**src/rtl/serial_subtractor.sv**
```systemverilog
// Bit-serial two's-complement subtractor, LSB first, one bit per clock.
// Single borrow flop; registered result and ALU flags.
module serial_subtractor #(
  parameter int WIDTH = 8
) (
  input  logic             clk,
  input  logic             rst_n,
  input  logic             start,
  input  logic [WIDTH-1:0] a,
  input  logic [WIDTH-1:0] b,
  output logic             busy,
  output logic             done,
  output logic [WIDTH-1:0] diff,
  output logic             borrow,
  output logic             overflow,
  output logic             zero,
  output logic             negative
);

  localparam int CW = (WIDTH > 2) ? $clog2(WIDTH) : 1;
  localparam logic [CW-1:0] LAST = CW'(WIDTH - 1);

  typedef enum logic [1:0] {
    IDLE,
    SHIFT,
    DONE
  } state_t;

  state_t           state;
  logic [WIDTH-1:0] a_sh;
  logic [WIDTH-1:0] b_sh;
  logic [WIDTH-1:0] res;
  logic [CW-1:0]    cnt;
  logic             bin;
  logic             a_msb;
  logic             b_msb;

  logic             a0;
  logic             b0;
  logic             d;
  logic             bout;
  logic [WIDTH-1:0] res_nx;

  assign a0     = a_sh[0];
  assign b0     = b_sh[0];
  assign d      = a0 ^ b0 ^ bin;
  assign bout   = (~a0 & b0) | (~(a0 ^ b0) & bin);
  assign res_nx = {d, res[WIDTH-1:1]};

  always_ff @(posedge clk) begin
    if (!rst_n) begin
      state    <= IDLE;
      a_sh     <= '0;
      b_sh     <= '0;
      res      <= '0;
      cnt      <= '0;
      bin      <= 1'b0;
      a_msb    <= 1'b0;
      b_msb    <= 1'b0;
      busy     <= 1'b0;
      done     <= 1'b0;
      diff     <= '0;
      borrow   <= 1'b0;
      overflow <= 1'b0;
      zero     <= 1'b0;
      negative <= 1'b0;
    end else begin
      unique case (state)
        IDLE: begin
          if (start) begin
            a_sh  <= a;
            b_sh  <= b;
            a_msb <= a[WIDTH-1];
            b_msb <= b[WIDTH-1];
            bin   <= 1'b0;
            cnt   <= '0;
            busy  <= 1'b1;
            state <= SHIFT;
          end
        end
        SHIFT: begin
          res  <= res_nx;
          a_sh <= a_sh >> 1;
          b_sh <= b_sh >> 1;
          bin  <= bout;
          cnt  <= cnt + 1'b1;
          // MSB edge: publish result and flags together
          if (cnt == LAST) begin
            state    <= DONE;
            busy     <= 1'b0;
            done     <= 1'b1;
            diff     <= res_nx;
            borrow   <= bout;
            negative <= d;
            zero     <= (res_nx == '0);
            overflow <= (a_msb != b_msb) & (d != a_msb);
          end
        end
        DONE: begin
          done  <= 1'b0;
          state <= IDLE;
        end
        default: state <= IDLE;
      endcase
    end
  end

endmodule
```
**config.mk**
```make
export PLATFORM = sky130hd
export DESIGN_NAME = serial_subtractor
export DESIGN_NICKNAME = d
export VERILOG_FILES = /design/src/rtl/serial_subtractor.sv
export SDC_FILE = /design/constraint.sdc
export NUM_CORES = 1
export LEC_CHECK = 0
export CAP_MARGIN = 20
export CELL_PAD_IN_SITES_DETAIL_PLACEMENT = 0
export CELL_PAD_IN_SITES_GLOBAL_PLACEMENT = 1
export CORE_UTILIZATION = 42
export CTS_CLUSTER_DIAMETER = 80
export DETAILED_ROUTE_END_ITERATION = 12
export GPL_TIMING_DRIVEN = 1
export PLACE_DENSITY_LB_ADDON = 0.15
export SLEW_MARGIN = 10
export SYNTH_ARGS = -nofsm -noshare
export SYNTH_HDL_FRONTEND = slang
export SYNTH_SLANG_ARGS = --single-unit
export TNS_END_PERCENT = 10
```
**constraint.sdc**
```tcl
create_clock -name clk -period 3.83 [get_ports clk]
set_input_delay 0.5745 -clock clk [delete_from_list [all_inputs] [get_ports clk]]
set_output_delay 0.5745 -clock clk [all_outputs]
set_load 0.01 [all_outputs]
```
# Word-level counts from Yosys, hierarchy flattened
# Index checks and enable logic that the tools add are counted.
# word_totals
reg_bits,46
inputBits,19
output_inout_bits,14
wordCells,57
# op_classes
addsub,1
n_eq_ne,7
n_mux,16
n_bitwise,8
reduce_logical,10
# ops
operator,count
$pmux W8 S2,2
$mux W8,2
$reduce_and A2 Y1,5
$logic_not A8 Y1,1
$pmux W1 S2,3
$pmux W3 S2,1
$mux W1,4
$mux W2,2
$ne A2 B2 Y1 const B,2
$pmux W2 S2,1
$reduce_bool A2 Y1,2
$add A3 B1 Y3 const B,1
$and A1 B1 Y1,3
$eq A3 B3 Y1 const B,1
$mux W3,1
$reduce_and A3 Y1,1
$eq A2 B1 Y1 const B,1
$eq A2 B2 Y1 const B,1
$logic_not A2 Y1,1
$ne A1 B1 Y1,2
$not A1 Y1,2
$xor A1 B1 Y1,2
$or A1 B1 Y1,1

# Longest topological paths before layout
# depth
ltp_word,5
ltp_mapped,7
depth_no_buf,5

# Worst setup path before layout
# Ideal clock, no wire load.
# synth_path
path_kind,register to register
startpoint,reg b_sh[0]
endpoint,reg overflow
setup_ns,0.074
arrival_time_ns,1.443
required_time_ns,3.756
slack_ns,2.313
stages_incl_launch_ff,5
n_path_buf,0
period_less_slack_ns,1.517
path_cell_list,dfxtp_1 inv_1 fa_1 or3b_2 a31oi_1
# synth_via
elab_chain_len,4
# synth_lines
item,line_no,text
from (decl),31,logic [WIDTH-1:0] b_sh;
from (signal assigned),84,b_sh <= b_sh >> 1;
$xor A1 B1 Y1 (2 in a row),46,assign d = a0 ^ b0 ^ bin;
named net d,40,logic d;
$ne A1 B1 Y1,96,overflow <= (a_msb != b_msb) & (d != a_msb);
$and A1 B1 Y1,96,
to (signal assigned),96,
to (decl),15,"output logic overflow,"
# The timed path passes the listed nets, and every way through them passes these cells.
# A chain may end at the register's enable or synchronous reset.

# Final worst setup path
# layout_path
startpoint,reg busy
endpoint,out busy
# layout_rtl
item,line_no,text
from (decl),11,"output logic busy,"
from (signal assigned),60,busy <= 1'b0;
from (signal assigned),77,busy <= 1'b1;
from (signal assigned),90,busy <= 1'b0;
# No word-level cell between the ends.

==> flow_metrics.env <==
export IMPL_status="finished clean"
export IMPL_cts_root_buf="clkbuf_8"
export IMPL_drc=0
export IMPL_use_met2=0.283
export IMPL_insertion_delay_ns=0.29
export IMPL_drive_gt1_frac=0.0586
export IMPL_final_setup_tns_ns=0
export IMPL_syn_cell_area_sq_um=1900
export IMPL_fp_dieArea_sq_um=4790
export IMPL_whs_endpoint="diff[6]$_SDFFE_PN0P_"
export IMPL_end_kind="primary output"
export IMPL_grt_max_degree=47
export IMPL_slowest_delay_ns=0.55
export IMPL_num_vias=1534
export IMPL_synth_cells=215
export IMPL_ant_nets=0
export IMPL_clockBufferDepth=2
export IMPL_gp_congestion=0.734
export IMPL_port_buffers=32
export IMPL_synth_edf_count=0
export IMPL_initial_core_util=0.436
export IMPL_avgSynthCellArea_sq_um=8.83
export IMPL_drt_vias_per_instance=5.27
export IMPL_setup_ws_ns=2.06
export IMPL_n_antenna_cell=0
export IMPL_relSlewSlack=0.450
export IMPL_clkSlewWorstSetupHoldPaths_ns=0.08
export IMPL_cts_hold_buffers=0
export IMPL_worst_setup_path_start_kind="register"
export IMPL_grt_pass1_vias=1428
export IMPL_finClkSkew_ns=0.00409
export IMPL_tightestPinTransition_ns=0.825
export IMPL_path_cells="clkdlybuf4s50_1"
export IMPL_grt_use_met3=0.0349
export IMPL_rr_worst_depth=3
export IMPL_hold_path_class="register to register"
export IMPL_crit_family="buffers and inverters"
export IMPL_reg2reg_to="b_sh[1]$_SDFFE_PN0P_"
export IMPL_wl_microns=3720
export IMPL_syn_nets=237
export IMPL_clock_sinks=44
export IMPL_period_needed_ns=1.77
export IMPL_pin_count=33
export IMPL_dp_slack_ns=1.90
export IMPL_post_cts_buffers=0
export IMPL_max_freq_mhz=565
export IMPL_min_path_cells=2
export IMPL_wl_per_cell_microns=12.8
export IMPL_area_delta_synth_final_pct=19.6
export IMPL_grt_ovfl_total=0
export IMPL_async_flop_share=0
export IMPL_postCtsResizedCells=0
export IMPL_power_leakage_nw=0.851
export IMPL_r2r_slack_ns=2.07
export IMPL_grtUsageMet1=0.199
export IMPL_crit_path_max_fanout=3
export IMPL_grt_setup_unrepaired="no"
export IMPL_fillers=413
export IMPL_fin_crit_sh=0.462
export IMPL_critical_path_class="register to primary output"
export IMPL_ys_types=37
export IMPL_ys_flop_type="dfxtp_1"
export IMPL_r2r_start="state[0]$_SDFFE_PN0P_"
export IMPL_grt_busiest_layer="met2"
export IMPL_grt_antenna_before_repair=0
export IMPL_drtIter0Drc=95
export IMPL_cts_made_buffers=5
export IMPL_grt_pass1_wl_microns=6410
export IMPL_cellPowerDensity_nw_per_um2=391
export IMPL_slew_violations=0
export IMPL_num_rows=24
export IMPL_post_route_util=0.521
export IMPL_die_h_microns=69.2
export IMPL_drv_cap=0
export IMPL_dr_pass1_iters=6
export IMPL_critical_path_buf_inv_count=1
export IMPL_num_nets_final=260
export IMPL_grt_use_total=0.163
export IMPL_hold_start="diff[6]$_SDFFE_PN0P_"
export IMPL_cts_tree="done"
export IMPL_hpwlAfterDp_microns=2470
export IMPL_setup_viol_count_final=0
export IMPL_ys_warn_count=0
export IMPL_finalPower_w=0.000887
export IMPL_crit_slowest_cell="clkdlybuf4s50_1"
export IMPL_worst_ir_drop_vdd_v=0.000201
export IMPL_worst_ep_required_time_ns=3.26
export IMPL_seq_area_frac_synth=0.464
export IMPL_die_w_microns=69.2
export IMPL_synth_seq_cells=44
export IMPL_crit_arrival_ns=1.20
export IMPL_hold_viol=0
export IMPL_h_tree_depth=2
export IMPL_core_area_sq_um=4350
## flip-flops by register name, indices dropped and copies added (netlist names)
| signal | flops |
|---|---|
| b_sh | 8 |
| diff | 8 |
| a_msb | 1 |
| overflow | 1 |
| cnt | 3 |
| busy | 1 |
| state | 2 |
| a_sh | 8 |
| bin | 1 |
| res | 7 |
| b_msb | 1 |
| zero | 1 |
| done | 1 |
| borrow | 1 |
## final cells by class
type                            count  area, sq um  share of cell area
Clock buffer                        6         82.6              0.0364
Clock inverter                      2         10.0             0.00441
Inverter                            4         15.0             0.00662
Multi-Input combinational cell    150          888               0.391
Sequential cell                    44          881               0.388
Tap cell                           52         65.1              0.0287
Timing Repair Buffer               33          328               0.144
## per-stage QoR
step                      instance area [sq um]  cells  hold slack (ns)
final                                      2270    291            0.464
after global routing                       2270    291            0.509
after CTS                                  2270    291            0.468
after detailed placement                   2180    283            0.457
after global placement                     2180    283            0.442
after floorplan                            1900    215            0.445
## report_power, final
group	leakage (nW)	internal, W	switching, W	total (W)
combinational	0.440	0.0000481	0.0000502	0.0000983
sequential	0.360	0.000477	0.0000139	0.000491
clock	0.0510	0.000144	0.000154	0.000298
total	0.851	0.000669	0.000218	0.000887
## synthesized netlist by cell type (2+ instances only)
master / count / area [sq um]
nor2b_1: 7 / 43.8
and2_1: 2 / 12.5
buf_2: 3 / 15.0
dfxtp_1: 44 / 881
buf_6: 4 / 45.0
inv_1: 4 / 15.0
a21boi_1: 7 / 52.6
buf_4: 4 / 30.0
a22oi_1: 2 / 15.0
a22o_1: 2 / 17.5
ha_1: 2 / 25.0
a31oi_1: 2 / 12.5
nor4_1: 2 / 12.5
nand2b_1: 2 / 12.5
nand2_1: 48 / 180
o21ai_0: 17 / 85.1
a21oi_1: 26 / 130
clkbuf_1: 5 / 18.8
a32o_1: 2 / 20.0
a21boi_0: 10 / 75.1
mux2i_1: 3 / 30.0
o211a_1: 2 / 20.0
## cells in the final DEF, fill, tap and decap left out, types with 2 or more instances in the layout
master | Yosys | layout
a21boi_0 | 10 | 10
and2_1 | 2 | 2
a21oi_1 | 26 | 26
clkdlybuf4s50_1 | 0 | 32
a22oi_1 | 2 | 2
ha_1 | 2 | 2
nor4_1 | 2 | 2
o21ai_0 | 17 | 17
o211a_1 | 2 | 2
clkbuf_8 | 0 | 6
nand2b_1 | 2 | 2
a32o_1 | 2 | 2
a21boi_1 | 7 | 7
mux2i_1 | 3 | 3
clkinv_2 | 0 | 2
a31oi_1 | 2 | 2
inv_1 | 4 | 4
dfxtp_1 | 44 | 44
a22o_1 | 2 | 2
nand2_1 | 48 | 48
nor2b_1 | 7 | 7
## logic make-up (layout without fill, tap and decap cells)
group,count (synthesis),in the layout,share of synthesized area
adders and majority gates,3,3,0.0237
buffers and inverters,21,45,0.0679
and+or+nand+nor,70,70,0.177
DFF,44,44,0.464
muxes,3,3,0.0158
AOI/OAI and AO/OA,74,74,0.251
## metal layers
metal / vias to the layer above / share of wire
met3: 6 / 0.034
met5: - / 0
met2: 31 / 0.49
met1: 714 / 0.46
met4: 0 / 0.012
li1: 783 / -
## how the worst max path moves through the flow
| stage | to | cells past startpoint | startpoint | slack, ns |
|---|---|---|---|---|
| 2_1_floorplan | overflow$_SDFFE_PN0P_ | 4 | b_sh[0]$_SDFFE_PN0P_ | 2.31 |
| 3_3_place_gp | b_msb$_SDFFE_PN0P_ | 4 | start | 1.97 |
| 3_5_place_dp | b_msb$_SDFFE_PN0P_ | 4 | start | 1.90 |
| 4_1_cts | b_sh[1]$_SDFFE_PN0P_ | 3 | state[0]$_SDFFE_PN0P_ | 2.02 |
| 5_1_grt | b_sh[3]$_SDFFE_PN0P_ | 3 | state[0]$_SDFFE_PN0P_ | 1.88 |
| 6_report | busy | 1 | busy$_SDFFE_PN0P_ | 2.06 |
Power figures use the tool's default switching activity.
